## src/rtl/instr_encode.sv

```systemverilog
// RV32 instruction-field encoder with immediate legality checks, feeding an
// instruction-memory writer through a single valid/ready output register.
module instr_encode #(
    parameter  int ADDR_W             = 10,
    localparam int ARCH               = 32,
    localparam int REGFILE_ADDR_WIDTH = 5
) (
    input  logic                          clk,
    input  logic                          rst,
    input  logic                          clear_in,
    input  logic                          valid_in,
    output logic                          ready_out,
    input  logic [6:0]                    op_code_in,
    input  logic [2:0]                    func3_in,
    input  logic [6:0]                    func7_in,
    input  logic [REGFILE_ADDR_WIDTH-1:0] rs1_in,
    input  logic [REGFILE_ADDR_WIDTH-1:0] rs2_in,
    input  logic [REGFILE_ADDR_WIDTH-1:0] rd_in,
    input  logic [ARCH-1:0]               imm_in,
    output logic                          valid_out,
    input  logic                          ready_in,
    output logic [ARCH-1:0]               instr_out,
    output logic [ADDR_W-1:0]             addr_out,
    output logic                          err_out,
    output logic [1:0]                    err_code_out,
    output logic [15:0]                   instr_count_out,
    output logic [7:0]                    err_count_out
);

    localparam logic [6:0] OP_REG       = 7'b0110011;
    localparam logic [6:0] OP_IMM_ARITH = 7'b0010011;
    localparam logic [6:0] OP_IMM_JUMP  = 7'b1100111;
    localparam logic [6:0] OP_IMM_LOAD  = 7'b0000011;
    localparam logic [6:0] OP_STORE     = 7'b0100011;
    localparam logic [6:0] OP_BRANCH    = 7'b1100011;
    localparam logic [6:0] OP_U_L_LOAD  = 7'b0110111;
    localparam logic [6:0] OP_JUMP      = 7'b1101111;

    typedef enum logic [1:0] {
        ERR_NONE   = 2'b00,
        ERR_OPCODE = 2'b01,
        ERR_RANGE  = 2'b10,
        ERR_ALIGN  = 2'b11
    } err_e;

    function automatic logic in_range(input logic signed [ARCH-1:0] v,
                                      input int lo, input int hi);
        return (v >= lo) && (v <= hi);
    endfunction

    // Encoder datapath
    logic signed [ARCH-1:0] imm_s;
    logic [ARCH-1:0]        word_enc;
    logic                   op_ok;
    logic                   range_ok;
    logic                   align_ok;
    logic                   is_shift;
    err_e                   code_enc;

    assign imm_s    = imm_in;
    assign is_shift = (func3_in == 3'b001) || (func3_in == 3'b101);

    always_comb begin
        // NOTE: every signal written here gets a default first, so no path through the case infers a latch.
        word_enc = '0;
        op_ok    = 1'b1;
        range_ok = 1'b1;
        align_ok = 1'b1;
        case (op_code_in)
            OP_REG: begin
                word_enc = {func7_in, rs2_in, rs1_in, func3_in, rd_in, op_code_in};
            end
            OP_IMM_ARITH: begin
                if (is_shift) begin
                    word_enc = {func7_in, imm_in[4:0], rs1_in, func3_in, rd_in, op_code_in};
                    range_ok = in_range(imm_s, 0, 31);
                end else begin
                    word_enc = {imm_in[11:0], rs1_in, func3_in, rd_in, op_code_in};
                    range_ok = in_range(imm_s, -2048, 2047);
                end
            end
            OP_IMM_JUMP, OP_IMM_LOAD: begin
                word_enc = {imm_in[11:0], rs1_in, func3_in, rd_in, op_code_in};
                range_ok = in_range(imm_s, -2048, 2047);
            end
            OP_STORE: begin
                word_enc = {imm_in[11:5], rs2_in, rs1_in, func3_in, imm_in[4:0], op_code_in};
                range_ok = in_range(imm_s, -2048, 2047);
            end
            OP_BRANCH: begin
                word_enc = {imm_in[12], imm_in[10:5], rs2_in, rs1_in, func3_in,
                            imm_in[4:1], imm_in[11], op_code_in};
                range_ok = in_range(imm_s, -4096, 4095);
                align_ok = !imm_in[0];
            end
            OP_U_L_LOAD: begin
                word_enc = {imm_in[31:12], rd_in, op_code_in};
                range_ok = (imm_in[11:0] == 12'h000);
            end
            OP_JUMP: begin
                word_enc = {imm_in[20], imm_in[10:1], imm_in[11], imm_in[19:12], rd_in, op_code_in};
                range_ok = in_range(imm_s, -1048576, 1048575);
                align_ok = !imm_in[0];
            end
            default: begin
                op_ok = 1'b0;
            end
        endcase
    end

    // Error priority: opcode over range over alignment
    always_comb begin
        if (!op_ok)         code_enc = ERR_OPCODE;
        else if (!range_ok) code_enc = ERR_RANGE;
        else if (!align_ok) code_enc = ERR_ALIGN;
        else                code_enc = ERR_NONE;
    end

    // Output register and bookkeeping
    logic              valid_q,       valid_d;
    logic [ARCH-1:0]   instr_q,       instr_d;
    logic [ADDR_W-1:0] addr_q,        addr_d;
    logic [ADDR_W-1:0] next_addr_q,   next_addr_d;
    logic [15:0]       instr_count_q, instr_count_d;
    logic [7:0]        err_count_q,   err_count_d;
    logic              err_q,         err_d;
    err_e              err_code_q,    err_code_d;
    logic              in_hs;
    logic              out_hs;

    assign ready_out = !rst && !clear_in && (!valid_q || ready_in);
    assign in_hs     = valid_in && ready_out;
    assign out_hs    = valid_q && ready_in;

    always_comb begin
        valid_d       = valid_q;
        instr_d       = instr_q;
        addr_d        = addr_q;
        next_addr_d   = next_addr_q;
        instr_count_d = instr_count_q;
        err_count_d   = err_count_q;
        err_d         = err_q;
        err_code_d    = err_code_q;
        if (clear_in) begin
            valid_d       = 1'b0;
            next_addr_d   = '0;
            instr_count_d = '0;
            err_count_d   = '0;
            err_d         = 1'b0;
            err_code_d    = ERR_NONE;
        end else begin
            if (out_hs) begin
                valid_d = 1'b0;
                if (instr_count_q != 16'hFFFF) instr_count_d = instr_count_q + 16'd1;
            end
            if (in_hs) begin
                if (code_enc == ERR_NONE) begin
                    valid_d     = 1'b1;
                    instr_d     = word_enc;
                    addr_d      = next_addr_q;
                    next_addr_d = next_addr_q + ADDR_W'(4);
                end else begin
                    err_d      = 1'b1;
                    err_code_d = code_enc;
                    if (err_count_q != 8'hFF) err_count_d = err_count_q + 8'd1;
                end
            end
        end
    end

    always_ff @(posedge clk) begin
        // NOTE: registers use non-blocking assignments so each flop samples the pre-edge value of every other.
        if (rst) begin
            valid_q       <= 1'b0;
            instr_q       <= '0;
            addr_q        <= '0;
            next_addr_q   <= '0;
            instr_count_q <= '0;
            err_count_q   <= '0;
            err_q         <= 1'b0;
            err_code_q    <= ERR_NONE;
        end else begin
            valid_q       <= valid_d;
            instr_q       <= instr_d;
            addr_q        <= addr_d;
            next_addr_q   <= next_addr_d;
            instr_count_q <= instr_count_d;
            err_count_q   <= err_count_d;
            err_q         <= err_d;
            err_code_q    <= err_code_d;
        end
    end

    assign valid_out       = valid_q;
    assign instr_out       = instr_q;
    assign addr_out        = addr_q;
    assign err_out         = err_q;
    assign err_code_out    = err_code_q;
    assign instr_count_out = instr_count_q;
    assign err_count_out   = err_count_q;

endmodule

```

## config.mk

```make
export PLATFORM = sky130hd
export DESIGN_NAME = instr_encode
export DESIGN_NICKNAME = d
export VERILOG_FILES = /design/src/rtl/instr_encode.sv
export SDC_FILE = /design/constraint.sdc
export NUM_CORES = 1
export LEC_CHECK = 0
export ABC_AREA = 1
export CORE_MARGIN = 1
export CORE_UTILIZATION = 49
export CTS_CLUSTER_SIZE = 24
export DETAILED_ROUTE_END_ITERATION = 16
export PLACE_DENSITY_LB_ADDON = 0.05
export SYNTH_ARGS = -nofsm -noshare
export SYNTH_HDL_FRONTEND = slang
export SYNTH_SLANG_ARGS = --single-unit
```

## constraint.sdc

```tcl
create_clock -name clk -period 5.6 [get_ports clk]
set_input_delay 0.56 -clock clk [delete_from_list [all_inputs] [get_ports clk]]
set_output_delay 0.56 -clock clk [all_outputs]
set_load 0.02 [all_outputs]
```

# ---- Word level (Yosys, flattened, before mapping)
# Cells that the tools add are included.
dict set report classes {
  addsub 3
  magnitude_cmp 8
  eq_ne 12
  n_mux 12
  bitwise 2
  n_reduce_logical 26
}
# cell n
set ops {}
lappend ops {{case mux 32 bit (7 select lines)} 1}
lappend ops {{greater-or-equal comparator 32 x 1 -> 1 bit (second input constant)} 1}
lappend ops {{greater-or-equal comparator 32 x 12 -> 1 bit (second input constant)} 1}
lappend ops {{greater-or-equal comparator 32 x 13 -> 1 bit (second input constant)} 1}
lappend ops {{greater-or-equal comparator 32 x 21 -> 1 bit (second input constant)} 1}
lappend ops {{<= comparator 32 x 12 -> 1 bit (second input constant)} 1}
lappend ops {{<= comparator 32 x 13 -> 1 bit (second input constant)} 1}
lappend ops {{<= comparator 32 x 21 -> 1 bit (second input constant)} 1}
lappend ops {{<= comparator 32 x 6 -> 1 bit (second input constant)} 1}
lappend ops {{2-to-1 mux 32 bit} 1}
lappend ops {{equality test 7 x 6 -> 1 bit (second input constant)} 3}
lappend ops {{equality test 7 bit (second input constant)} 3}
lappend ops {{adder 16 x 1 -> 16 bit (second input constant)} 1}
lappend ops {{inequality test 16 bit (second input constant)} 1}
lappend ops {{logical NOT 12 bit} 1}
lappend ops {{adder 10 x 3 -> 10 bit (second input constant)} 1}
lappend ops {{adder 8 x 1 -> 8 bit (second input constant)} 1}
lappend ops {{logical AND 1 bit} 8}
lappend ops {{inequality test 8 bit (second input constant)} 1}
lappend ops {{OR reduction 8 bit} 1}
lappend ops {{equality test 7 x 2 -> 1 bit (second input constant)} 1}
lappend ops {{equality test 7 x 5 -> 1 bit (second input constant)} 1}
lappend ops {{2-to-1 mux 1 bit} 6}
lappend ops {{2-to-1 mux 2 bit} 3}
lappend ops {{11 further kinds} 21}
dict set report totals {
  ff_bits 80
  input_bits 69
  output_inout_bits 71
  wordCells 71
}

# ---- Longest topological paths before layout
dict set report depth {
  word_depth 9
  mapped_depth 17
  mapped_depth_nobuf 16
}

# ---- Worst setup path after synthesis
# OpenSTA, ideal clock, no wires.
dict set report synth_timing {
  path_kind {in2reg}
  start {input port rst}
  end {register err_count_q[2], in the netlist err_count_out[2]}
  setup_time_ps 132
  arrival_time_ps 2184
  required_ps 5468
  slack_ps 3284
  path_stages 10
  n_path_buf 2
  path_cell_list {buf_2 nor2_2 inv_1 nor2_1 nand2_1 inv_1 buf_1 nand3_4 nand2_1 a21oi_1}
}
dict set report synth_via {
  elab_chain_cells 5
  word_cells_on_any_way 6
  classes_between {reduce/logical (6)}
}
# element line_no
set synth_rtl {}
lappend synth_rtl {{start, declared} 9} ;# input logic rst,
lappend synth_rtl {{logical NOT 1 bit} 131} ;# assign ready_out = !rst && !clear_in && (!valid_q || ready_in);
lappend synth_rtl {{logical AND 1 bit (2 in series)} 131}
lappend synth_rtl {{via ready_out} 12} ;# output logic ready_out,
lappend synth_rtl {{logical AND 1 bit} 132} ;# assign in_hs = valid_in && ready_out;
lappend synth_rtl {{AND reduction 3 bit (no source line)} n/a}
lappend synth_rtl {{end signal, assigned} 188} ;# err_count_q <= err_count_d;
lappend synth_rtl {{end, declared} 125} ;# logic [7:0] err_count_q, err_count_d;
# The timed path passes the listed nets, and every way through them passes these cells.
# A chain may end at the register's enable or synchronous reset.

# ---- Worst setup path in the final report
dict set report layout_timing {
  start {input port rst}
  end {register next_addr_q[8]}
}
dict set report layout_via {
  elab_chain_cells 5
  word_cells_on_any_way 6
  classes_between {reduce/logical (6)}
}
# element line_no
set layout_rtl {}
lappend layout_rtl {{logical NOT 1 bit} 131}
lappend layout_rtl {{logical AND 1 bit (2 in series)} 131}
lappend layout_rtl {{logical AND 1 bit} 132}
lappend layout_rtl {{AND reduction 2 bit (no source line)} n/a}
lappend layout_rtl {{end signal, assigned} 186} ;# next_addr_q <= next_addr_d;
lappend layout_rtl {{end, declared} 123} ;# logic [ADDR_W-1:0] next_addr_q, next_addr_d;
# Several ways; a longest one is shown, not always the timed one.

==> flow_metrics.tcl <==
set metrics [dict create \
    status "complete, no violations" \
    wl_per_cell_um 14.5 \
    syn_area_mm2 0.00410 \
    crit_start "rst" \
    ioPinCount 140 \
    worstSetupEndpointType "flop" \
    maxCapViolCount 0 \
    ir_worst_vdd_mv 0.146 \
    routed_wl_mm 12.6 \
    initial_utilization_pct 52.0 \
    grt_pass1_vias 4410 \
    drt_iter0_markers 273 \
    synth_area_per_cell_um2 6.48 \
    min_from "instr_out[21]$_SDFFE_PP0P_" \
    clk_path_buf_depth 2 \
    diodes 0 \
    fin_crit_ns 4.06 \
    slowest_delay_ns 0.63 \
    worst-r2r-cell-count 9 \
    tns_ns 0 \
    area_growth_pct 38.8 \
    num-fill-cells 677 \
    dpl.hpwl_mm 9.54 \
    postCtsSetupRepairBufs 0 \
    root_buffer "clkbuf_8" \
    layout.nets 833 \
    gp_congestion 0.970 \
    startpoint_type "input port" \
    crit_fanout 37 \
    synthTopCellsByArea "dfxtp_1 37%, nand2_1 17%, a21oi_1 8.2%" \
    yosysSeqAreaShare_pct 37.1 \
    ys_async_sr_fraction_pct 0 \
    grt_pass1_wl_mm 20.5 \
    track_usage_pct 29.8 \
    die_h_um 93.4 \
    setup_viol 0 \
    cts_buffers 9 \
    antenna_found_initial 0 \
    drv_slew 0 \
    cts_resized 0 \
    synth_top_area_share_pct 37.1 \
    fin_skew_ns 0.0112 \
    hold_depth 2 \
    die_w_um 93.4 \
    ys_ff_latch 76 \
    io_buffer_count 137 \
    synth.distinct_cells 36 \
    fmax_ghz 0.246 \
    drive_gt1_share_pct 5.22 \
    worst_slew_pin_slew_ns 0.837 \
    slew-limit-headroom_pct 44.1 \
    crit_required_ns 5.88 \
    cts_hold_buf 0 \
    yosysWarnings 0 \
    num_vias 4665 \
    r2r_start "valid_out$_SDFF_PP0_" \
    power_density_mw_per_mm2 188 \
    die_area_mm2 0.00873 \
    drtPass1Iterations 5 \
    finalHoldViolCount 0 \
    grt_overflow 0 \
    synth_edf_count 0 \
    cts_tree "built" \
    hold_class "flop to flop" \
    synth-main-ff-cell "dfxtp_1" \
    cts_sinks 76 \
    post-route-util_pct 72.1 \
    grt_max_degree 38 \
    rows 32 \
    fin_crit_sh_pct 72.5 \
    clock_latency_ns 0.35 \
    htree_levels 3 \
    arrival_ns 4.34 \
    rsz0062_at_grt "false" \
    path_clk_slew_ns 0.09 \
    power.static_leakage_uw 0.00224 \
    synth_largest_area_cell "dfxtp_1" \
    core_area_mm2 0.00789 \
    power_uw 1070 \
    viasPerCell 5.37 \
    crit_chain "clkdlybuf4s50_1, buf_4, nor2_2, inv_1, nor2_1, nand2_1, inv_1, nand4_4, inv_2, nand2_1, a21oi_1" \
    syn_inst 632 \
    yosys-top-cells-count "188 x nand2_1, 76 x dfxtp_1, 71 x nor2_1" \
    yosysMostFrequentCell "nand2_1" \
    route.detailed.drc 0 \
    path_class "input port to flop" \
    cp_slowest_cell "inv_2" \
    ant_nets 0 \
]
state kept, by name (all words and copies together) (netlist names):
| signal | cells |
|---|---|
| instr_count_out | 16 |
| instr_out | 32 |
| valid_out | 1 |
| err_code_out | 2 |
| err_count_out | 8 |
| err_out | 1 |
| addr_out | 8 |
| next_addr_q | 8 |
layout make-up:
class	instances	area, um2	share of cell area (%)
multi-input combinational	465	2200	38.7
inverter	71	267	4.68
sequential	76	1520	26.7
tap	102	128	2.24
clock inverter	7	67.6	1.19
clock buffer	9	124	2.18
timing repair buffer	138	1380	24.2
per-stage QoR:
| stage | instance area, um2 | setup WS, ns | hold WS [ns] | instances |
|---|---|---|---|---|
| floorplan | 4100 | 3.28 | 0.459 | 633 |
| global placement | 5500 | 1.37 | 0.439 | 852 |
| detailed placement | 5500 | 1.21 | 0.438 | 852 |
| CTS | 5690 | 1.57 | 0.454 | 868 |
| global route | 5690 | 1.10 | 0.471 | 868 |
| finish | 5690 | 1.54 | 0.451 | 868 |
critical path: cells and delay by family:
| kind | cells | cell delay, ns |
|---|---|---|
| buffers and inverters | 5 | 2.07 |
| and+or+nand+nor | 5 | 1.51 |
| AOI/OAI and AO/OA | 1 | 0.17 |
where the power goes:
group	total (uW)	internal, uW	switching [uW]
logic	118	58.8	58.9
clock network	408	171	238
registers	543	542	1.03
total	1070	771	297
logic make-up (layout without fill, tap and decap cells):
logic type | Yosys count | count (layout) | share of synthesized area, %
buf+inv | 92 | 225 | 9.19
compound gates | 125 | 125 | 16.7
flops | 76 | 76 | 37.1
fa+ha+maj | 3 | 3 | 0.916
xor+xnor | 12 | 12 | 2.56
simple gates | 323 | 323 | 33.4
other cells | 1 | 2 | 0.0915
final timing paths:
| path | endpoint | slack (ns) |
|---|---|---|
| max | next_addr_q[8]$_SDFFE_PP0P_ | 1.54 |
| min | instr_out[21]$_SDFFE_PP0P_ | 0.45 |
| min reg2reg | instr_out[21]$_SDFFE_PP0P_ | 0.45 |
| max reg2reg | next_addr_q[8]$_SDFFE_PP0P_ | 3.02 |
layer usage:
metal / track usage, % / wire length [um]
met1: 36.8 / 5110
met2: 53.4 / 6400
met3: 3.82 / 871
met4: 9.49 / 209
met5: 0 / 0
placed cells by master, fill, tap and decap left out, types with 2 or more instances in the layout:
| cell | count |
|---|---|
| inv_6 | 3 |
| nor2_2 | 6 |
| nor2_1 | 71 |
| nand3b_1 | 2 |
| a221oi_1 | 2 |
| xor2_1 | 7 |
| inv_1 | 64 |
| a21oi_1 | 67 |
| nand4_1 | 11 |
| clkdlybuf4s50_1 | 137 |
| clkinv_4 | 2 |
| o21ai_0 | 35 |
| xnor2_1 | 5 |
| inv_2 | 7 |
| conb_1 | 2 |
| a22oi_1 | 3 |
| nand2_2 | 5 |
| clkbuf_8 | 9 |
| nand2_1 | 188 |
| o21a_1 | 5 |
| o22ai_1 | 5 |
| nand3_2 | 2 |
| nor3_1 | 12 |
| ha_1 | 3 |
| nand3_1 | 22 |
| dfxtp_1 | 76 |
| a22o_1 | 3 |
No activity file was read; power rests on OpenSTA's default activity.
